**src/rtl/mul_float_if.sv**
```systemverilog
// Start/done handshake bundle for the iterative single-precision multiplier.
interface mul_float_if #(parameter int FLOAT_WIDTH = 32);
  logic                   start;
  logic [FLOAT_WIDTH-1:0] a;
  logic [FLOAT_WIDTH-1:0] b;
  logic [FLOAT_WIDTH-1:0] o;
  logic                   nan;
  logic                   overflow;
  logic                   underflow;
  logic                   zero;
  logic                   done;
  logic                   busy;

  modport master (output start, a, b,
                  input  o, nan, overflow, underflow, zero, done, busy);
  modport slave  (input  start, a, b,
                  output o, nan, overflow, underflow, zero, done, busy);
endinterface

```
**src/rtl/mul_float.sv**
```systemverilog
// Multi-cycle IEEE-754 single multiplier: shift-add significands, RNE rounding,
// denormals flushed to zero, fixed 28-cycle start-to-done latency.
module mul_float #(
  parameter int FLOAT_WIDTH = 32,
  parameter int MANT_WIDTH  = 24
) (
  input  logic        clk,
  input  logic        rst,
  mul_float_if.slave  bus
);
  localparam int PW = 2 * MANT_WIDTH;

  typedef enum logic [2:0] {IDLE, UNPACK, MULT, NORM, ROUND, DONE} state_t;

  state_t                  state_q;
  logic [FLOAT_WIDTH-1:0]  a_q, b_q, o_q;
  logic                    sign_q;
  logic signed [9:0]       exp_q;
  logic                    nan_sp_q, inf_sp_q, zero_sp_q;
  logic [PW-1:0]           mcand_q, acc_q;
  logic [MANT_WIDTH-1:0]   mplier_q;
  logic [4:0]              cnt_q;
  logic [22:0]             frac_q;
  logic                    guard_q, sticky_q;
  logic                    nan_q, ovf_q, unf_q, zero_q, done_q, busy_q;

  // operand classification
  logic [7:0]            ea, eb;
  logic                  a_nan, b_nan, a_inf, b_inf, a_zero, b_zero;
  logic                  nan_d, inf_d, zero_d;
  logic [MANT_WIDTH-1:0] ma_d, mb_d;
  logic signed [9:0]     exp_d;

  always_comb begin
    ea     = a_q[30:23];
    eb     = b_q[30:23];
    a_nan  = (ea == 8'hFF) && (a_q[22:0] != 23'd0);
    b_nan  = (eb == 8'hFF) && (b_q[22:0] != 23'd0);
    a_inf  = (ea == 8'hFF) && (a_q[22:0] == 23'd0);
    b_inf  = (eb == 8'hFF) && (b_q[22:0] == 23'd0);
    a_zero = (ea == 8'h00);
    b_zero = (eb == 8'h00);
    nan_d  = a_nan | b_nan | (a_inf & b_zero) | (b_inf & a_zero);
    inf_d  = (a_inf | b_inf) & ~nan_d;
    zero_d = (a_zero | b_zero) & ~nan_d;
    ma_d   = a_zero ? '0 : {1'b1, a_q[22:0]};
    mb_d   = b_zero ? '0 : {1'b1, b_q[22:0]};
    exp_d  = $signed({2'b00, ea}) + $signed({2'b00, eb}) - 10'sd127;
  end

  // round-to-nearest-even; a carry out of the fraction leaves it all-zero
  logic              rnd_up;
  logic [23:0]       frac_sum;
  logic signed [9:0] exp_r;

  always_comb begin
    rnd_up   = guard_q & (sticky_q | frac_q[0]);
    frac_sum = {1'b0, frac_q} + {23'd0, rnd_up};
    exp_r    = exp_q + $signed({9'd0, frac_sum[23]});
  end

  always_ff @(posedge clk or posedge rst) begin
    if (rst) begin
      state_q   <= IDLE;
      a_q       <= '0;
      b_q       <= '0;
      o_q       <= '0;
      sign_q    <= 1'b0;
      exp_q     <= '0;
      nan_sp_q  <= 1'b0;
      inf_sp_q  <= 1'b0;
      zero_sp_q <= 1'b0;
      mcand_q   <= '0;
      acc_q     <= '0;
      mplier_q  <= '0;
      cnt_q     <= '0;
      frac_q    <= '0;
      guard_q   <= 1'b0;
      sticky_q  <= 1'b0;
      nan_q     <= 1'b0;
      ovf_q     <= 1'b0;
      unf_q     <= 1'b0;
      zero_q    <= 1'b0;
      done_q    <= 1'b0;
      busy_q    <= 1'b0;
    end else begin
      done_q <= 1'b0;
      case (state_q)
        IDLE: if (bus.start) begin
          a_q     <= bus.a;
          b_q     <= bus.b;
          busy_q  <= 1'b1;
          state_q <= UNPACK;
        end
        UNPACK: begin
          sign_q    <= a_q[31] ^ b_q[31];
          exp_q     <= exp_d;
          nan_sp_q  <= nan_d;
          inf_sp_q  <= inf_d;
          zero_sp_q <= zero_d;
          mcand_q   <= {{MANT_WIDTH{1'b0}}, ma_d};
          mplier_q  <= mb_d;
          acc_q     <= '0;
          cnt_q     <= '0;
          state_q   <= MULT;
        end
        MULT: begin
          if (mplier_q[0]) acc_q <= acc_q + mcand_q;
          mcand_q  <= mcand_q << 1;
          mplier_q <= mplier_q >> 1;
          cnt_q    <= cnt_q + 5'd1;
          if (cnt_q == 5'd23) state_q <= NORM;
        end
        NORM: begin
          if (acc_q[47]) begin
            exp_q    <= exp_q + 10'sd1;
            frac_q   <= acc_q[46:24];
            guard_q  <= acc_q[23];
            sticky_q <= |acc_q[22:0];
          end else begin
            frac_q   <= acc_q[45:23];
            guard_q  <= acc_q[22];
            sticky_q <= |acc_q[21:0];
          end
          state_q <= ROUND;
        end
        ROUND: begin
          nan_q  <= 1'b0;
          ovf_q  <= 1'b0;
          unf_q  <= 1'b0;
          zero_q <= 1'b0;
          if (nan_sp_q) begin
            o_q   <= 32'h7FC0_0000;
            nan_q <= 1'b1;
          end else if (inf_sp_q) begin
            o_q <= {sign_q, 8'hFF, 23'd0};
          end else if (zero_sp_q) begin
            o_q    <= {sign_q, 31'd0};
            zero_q <= 1'b1;
          end else if (exp_r >= 10'sd255) begin
            o_q   <= {sign_q, 8'hFF, 23'd0};
            ovf_q <= 1'b1;
          end else if (exp_r <= 10'sd0) begin
            o_q    <= {sign_q, 31'd0};
            zero_q <= 1'b1;
            unf_q  <= 1'b1;
          end else begin
            o_q <= {sign_q, exp_r[7:0], frac_sum[22:0]};
          end
          done_q  <= 1'b1;
          busy_q  <= 1'b0;
          state_q <= DONE;
        end
        DONE:    state_q <= IDLE;
        default: state_q <= IDLE;
      endcase
    end
  end

  assign bus.o         = o_q;
  assign bus.nan       = nan_q;
  assign bus.overflow  = ovf_q;
  assign bus.underflow = unf_q;
  assign bus.zero      = zero_q;
  assign bus.done      = done_q;
  assign bus.busy      = busy_q;
endmodule

```
**src/flat_wrapper.sv**
```systemverilog
// flat-port wrapper written by rule: the top's interface ports become plain ports
module mul_float_flat 
#(
  parameter int FLOAT_WIDTH = 32,
  parameter int MANT_WIDTH  = 24
)
  (clk, rst, bus_start, bus_a, bus_b, bus_o, bus_nan, bus_overflow, bus_underflow, bus_zero, bus_done, bus_busy);
  mul_float_if #(.FLOAT_WIDTH(FLOAT_WIDTH)) bus_i ();
  input  logic clk;
  input  logic rst;
  input wire logic [$bits(bus_i.start)-1:0] bus_start;
  input wire logic [$bits(bus_i.a)-1:0] bus_a;
  input wire logic [$bits(bus_i.b)-1:0] bus_b;
  output wire logic [$bits(bus_i.o)-1:0] bus_o;
  output wire logic [$bits(bus_i.nan)-1:0] bus_nan;
  output wire logic [$bits(bus_i.overflow)-1:0] bus_overflow;
  output wire logic [$bits(bus_i.underflow)-1:0] bus_underflow;
  output wire logic [$bits(bus_i.zero)-1:0] bus_zero;
  output wire logic [$bits(bus_i.done)-1:0] bus_done;
  output wire logic [$bits(bus_i.busy)-1:0] bus_busy;
  assign bus_i.start = bus_start;
  assign bus_i.a = bus_a;
  assign bus_i.b = bus_b;
  assign bus_o = bus_i.o;
  assign bus_nan = bus_i.nan;
  assign bus_overflow = bus_i.overflow;
  assign bus_underflow = bus_i.underflow;
  assign bus_zero = bus_i.zero;
  assign bus_done = bus_i.done;
  assign bus_busy = bus_i.busy;
  mul_float #(.FLOAT_WIDTH(FLOAT_WIDTH), .MANT_WIDTH(MANT_WIDTH)) u_core (.clk(clk), .rst(rst), .bus(bus_i));
endmodule
```
**config.mk**
```make
export PLATFORM = sky130hd
export DESIGN_NAME = mul_float_flat
export DESIGN_NICKNAME = d
export VERILOG_FILES = /design/src/rtl/mul_float_if.sv /design/src/rtl/mul_float.sv /design/src/flat_wrapper.sv
export SDC_FILE = /design/constraint.sdc
export NUM_CORES = 1
export LEC_CHECK = 0
export CORE_MARGIN = 2
export CORE_UTILIZATION = 36
export DETAILED_ROUTE_END_ITERATION = 10
export DONT_BUFFER_PORTS = 1
export PLACE_DENSITY = 0.64
export SLEW_MARGIN = 20
export SYNTH_ARGS = -nofsm -noshare
export SYNTH_HDL_FRONTEND = slang
export SYNTH_SLANG_ARGS = --single-unit
```
**constraint.sdc**
```tcl
create_clock -name clk -period 8.1 [get_ports clk]
set_input_delay 0.81 -clock clk [delete_from_list [all_inputs] [get_ports clk]]
set_output_delay 0.81 -clock clk [all_outputs]
set_load 0.02 [all_outputs]
```
==> run_results.csv <==
group,metric,value,unit
sta,timing_hold_violations_final,0,
worst_setup_path,required_time_of_the_critical_path,8560,ps
sta,final-max-slew-violation-count,0,
power_and_ir_drop,net_switching_power_of_the_design,2460,uW
job,cap_violations,0,
yosys,basic_gate_share_of_the_synthesized_area_counting_and_or_nand_and_nor_cells,13.5,%
cts,clock_tree.buffer_depth,3,
cts,clk_latency,570,ps
power_and_ir_drop,max_vdd_drop,0.000211,V
sta,setup_slack,3890,ps
yosys,synth_cell_types,74,
routing,route.detailed.drc,0,
finish,areaGrowthSynthToFinish,10.2,%
yosys,largest_family_of_logic_cells_by_synthesized_area,"compound AO/OA/AOI/OAI gates",
yosys,asyncSetResetFlopFracSynth,100,%
floorplan,die_height,205,microns
cts,cts_root_buffer,"sky130_fd_sc_hd__clkbuf_16",
floorplan,initial_core_utilization,36.5,%
sta,unrepaired_setup_endpoints_after_global_routing,"no",
finish,design.final.nets,1567,
sta,min_period_over_period,51.9,%
yosys,synthesized_area_fraction_occupied_by_ao_oa_aoi_and_oai_cells,18.8,%
routing,route.final.wire_length,33900,microns
yosys,mappedNetlistNets,1607,
yosys,post_synth_most_frequent_cells,"sky130_fd_sc_hd__dfrtp_1 (269), sky130_fd_sc_hd__nand2_1 (139), sky130_fd_sc_hd__o21ai_0 (131)",
outcome,outcome,"complete, no violations",
worst_setup_path,worst_path_arrival_time,4670,ps
global_route,grt_overflow_total,0,
power_and_ir_drop,pd_cells,382,nW/um^2
yosys,synthDominantAreaCellType,"sky130_fd_sc_hd__dfrtp_1",
cts,post_cts_hold_buffer_count,0,
yosys,synth-seq-area-share,46.3,%
power_and_ir_drop,sequential_share_of_power,37.6,%
global_route,grt_antenna_before_repair,0,
sta,timing.setup.tns,0,ps
yosys,count_of_flip_flops_with_a_built_in_enable_after_synthesis,0,
cts,clk_pin_slew,70,ps
hold_path,hold_path_class,"input port to asynchronous set/reset pin",
yosys,ys.warnings.count,0,
floorplan,fp.dieW,205,microns
yosys,most_repeated_cell_in_the_gate_level_netlist_after_synthesis,"sky130_fd_sc_hd__dfrtp_1",
cts,post_cts.resized_instances,0,
global_route,grt_max_degree,162,
place,detailedPlacementHpwl,24100,microns
yosys,syn_area_per_cell,9.85,sq um
worst_setup_path,category_of_the_critical_setup_timing_path,"flop to flop",
floorplan,floorplan.die_area,42000,sq um
yosys,yosys_reg_bits,269,
floorplan,ios,105,
worst_setup_path,setup.worst_path.start_class,"flop",
sta,fin_worst_skew,28.9,ps
routing,number_of_iterations_in_the_first_detailed_routing_pass,8,
routing,avgViaCountPerCell,5.56,
cts,cts_post_setup_buffers_inserted,0,
yosys,yosys-top-cells-area,"sky130_fd_sc_hd__dfrtp_1 (46%), sky130_fd_sc_hd__ha_1 (5.3%), sky130_fd_sc_hd__mux2_2 (5.0%), sky130_fd_sc_hd__o21ai_0 (4.5%), sky130_fd_sc_hd__nand2_1 (3.6%)",
yosys,synth.area.mux_share,6.88,%
power_and_ir_drop,switching_share,40.2,%
power_and_ir_drop,power.leakage,0.00704,uW
power_and_ir_drop,combinational_cell_fraction_of_total_power,39.6,%
worst_setup_path,end_kind,"flop",
power_and_ir_drop,intPower,3660,uW
sta,relSlewSlack,25.0,%
routing,drt_iter0_markers,1112,
place,dp_slack,3820,ps
global_route,wire_length_of_the_first_global_routing_pass,56800,microns
cts,clock_tree.htree_level_count,1,
cts,total_clock_buffers_created_by_cts,30,
routing,avgRoutedWirePerCell,17.1,microns
power_and_ir_drop,clkPwrFrac,22.8,%
global_route,first_global_vias,10700,
finish,final_layout_size_suffix_gt1_share,9.95,%
worst_setup_path,cp_max_fo,22,
sta,maxClockFrequency,238,MHz
routing,route.antenna.remaining_nets,0,
yosys,synth.cell_area,14500,sq um
yosys,synth-xor-area-share,4.82,%
yosys,synth-main-ff-cell,"sky130_fd_sc_hd__dfrtp_1",
sta,setup-violations-final,0,
cts,tritoncts_clock_tree,"yes",
sta,worst_slew_pin_slew,1120,ps
sta,hold_ws,280,ps
power_and_ir_drop,total_power,6130,uW
floorplan,floorplan.rows,73,
routing,num_vias,11000,
yosys,synth-adder-area-share,5.61,%
sta,finalWorstPathRequiredPeriod,4210,ps
place,placement.io_buffers,0,
place,gpl.final_weighted_congestion,0.858,
yosys,syn_inst,1476,
global_route,grtUsageTotal,16.4,%
cts,tritoncts_num_sinks,269,
floorplan,core_area,39800,sq um
yosys,post-synth-top-area-fraction,46.3,%
finish,antenna_cells,0,
[flip-flops by register name (all words and copies together) (netlist names), 3 cells and up]
name	flops
u_core.a_q	32
u_core.acc_q	48
u_core.b_q	32
u_core.bus.o	32
u_core.cnt_q	5
u_core.exp_q	10
u_core.frac_q	23
u_core.mcand_q	48
u_core.mplier_q	24
u_core.state_q	3
[cell usage in the layout (no fill, tap or decap), types with 5 or more instances in the layout]
master,Yosys,routed
sky130_fd_sc_hd__o21bai_1,13,13
sky130_fd_sc_hd__nand2_1,139,138
sky130_fd_sc_hd__nor3_1,23,22
sky130_fd_sc_hd__a21oi_1,82,82
sky130_fd_sc_hd__ha_1,62,62
sky130_fd_sc_hd__o21a_1,8,8
sky130_fd_sc_hd__a21o_1,28,28
sky130_fd_sc_hd__o21ai_1,6,6
sky130_fd_sc_hd__o21ai_0,131,131
sky130_fd_sc_hd__a22o_1,26,26
sky130_fd_sc_hd__and3_1,13,13
sky130_fd_sc_hd__nor4_1,17,17
sky130_fd_sc_hd__xor2_1,33,33
sky130_fd_sc_hd__nand4_1,30,30
sky130_fd_sc_hd__buf_4,0,13
sky130_fd_sc_hd__or4_1,7,7
sky130_fd_sc_hd__xnor2_1,47,47
sky130_fd_sc_hd__o211ai_1,6,6
sky130_fd_sc_hd__nor3b_1,5,5
sky130_fd_sc_hd__a222oi_1,45,45
sky130_fd_sc_hd__inv_1,73,72
sky130_fd_sc_hd__or3_1,6,6
sky130_fd_sc_hd__and2_1,5,5
sky130_fd_sc_hd__a31oi_1,12,12
sky130_fd_sc_hd__mux2i_1,28,28
sky130_fd_sc_hd__clkbuf_16,0,30
sky130_fd_sc_hd__nand3_1,74,74
sky130_fd_sc_hd__nand2b_1,6,6
sky130_fd_sc_hd__clkbuf_8,0,5
sky130_fd_sc_hd__mux2_2,64,64
sky130_fd_sc_hd__dfrtp_1,269,269
sky130_fd_sc_hd__clkbuf_1,70,8
sky130_fd_sc_hd__nor2_1,66,65
[stage by stage]
step,cell area [sq um],util [%],std cells
2_1_floorplan,14500,-,1476
3_3_place_gp,15000,37.7,1929
3_5_place_dp,15000,37.7,1929
4_1_cts,16000,40.3,1982
5_1_grt,16000,40.3,1982
6_report,16000,40.3,1982
[path summary, 6_finish.rpt]
| check | start | depth (start not counted) | slack (ps) | end |
|---|---|---|---|---|
| hold / removal | rst | 1 | 280 | u_core.bus.o[29] |
| setup / recovery | u_core.frac_q[0] | 19 | 3890 | u_core.bus.o[1] |
| min in group clk | bus_a[23] | 1 | 380 | u_core.a_q[23] |
| max in group asynchronous | rst | 2 | 6440 | u_core.acc_q[27] |
| setup reg to reg | u_core.frac_q[0] | 19 | 3890 | u_core.bus.o[1] |
| hold reg to reg | u_core.guard_q | 2 | 490 | u_core.guard_q |
[power groups by stage]
stage / clock [uW] / combinational (uW) / sequential (uW)
CTS: 1440 / 2430 / 2310
global route: 1490 / 2740 / 2380
finish: 1400 / 2430 / 2300
global placement: 0 / 2370 / 2310
detailed placement: 0 / 2420 / 2330
floorplan: 0 / 1980 / 2140
[final cells by class]
| type | count | area, sq um |
|---|---|---|
| inverter | 73 | 278 |
| multi-input combinational | 1048 | 7230 |
| sequential | 269 | 6730 |
| clock inverter | 10 | 168 |
| fill | 3977 | 23800 |
| tap | 525 | 657 |
| clock buffer | 43 | 850 |
| timing repair buffer | 14 | 118 |
[layer usage]
metal,vias to the layer above,part of all wire (%),global-route usage [%]
met5,-,0,0
met4,0,1.5,3.13
met3,33,4.9,2.31
met2,274,45,25.6
met1,5366,49,24.2
li1,5353,-,-
[worst max-delay path, cell delays in order, from the launching register on]
cell                      delay, ps
sky130_fd_sc_hd__dfrtp_1        400
sky130_fd_sc_hd__o21a_1         200
sky130_fd_sc_hd__ha_1           200
sky130_fd_sc_hd__nand3_1        120
sky130_fd_sc_hd__nor2_1          80
sky130_fd_sc_hd__and3_1         200
sky130_fd_sc_hd__and3_1         240
sky130_fd_sc_hd__and4_1         230
sky130_fd_sc_hd__and3_1         190
sky130_fd_sc_hd__ha_1           200
sky130_fd_sc_hd__ha_1           220
sky130_fd_sc_hd__nand3_1        100
sky130_fd_sc_hd__xor2_1         230
sky130_fd_sc_hd__nor3_1          80
sky130_fd_sc_hd__a21o_1         180
sky130_fd_sc_hd__a21oi_1        130
sky130_fd_sc_hd__a21oi_1         90
sky130_fd_sc_hd__nor3_1         320
sky130_fd_sc_hd__nand2_1        400
sky130_fd_sc_hd__o21ai_0        290
[logic make-up after synthesis]
logic type / Yosys count
compound gates: 403
xor+xnor: 80
flops: 269
simple gates: 409
buf+inv: 159
fa+ha+maj: 64
mux: 92
(Power assumes the default switching activity.)
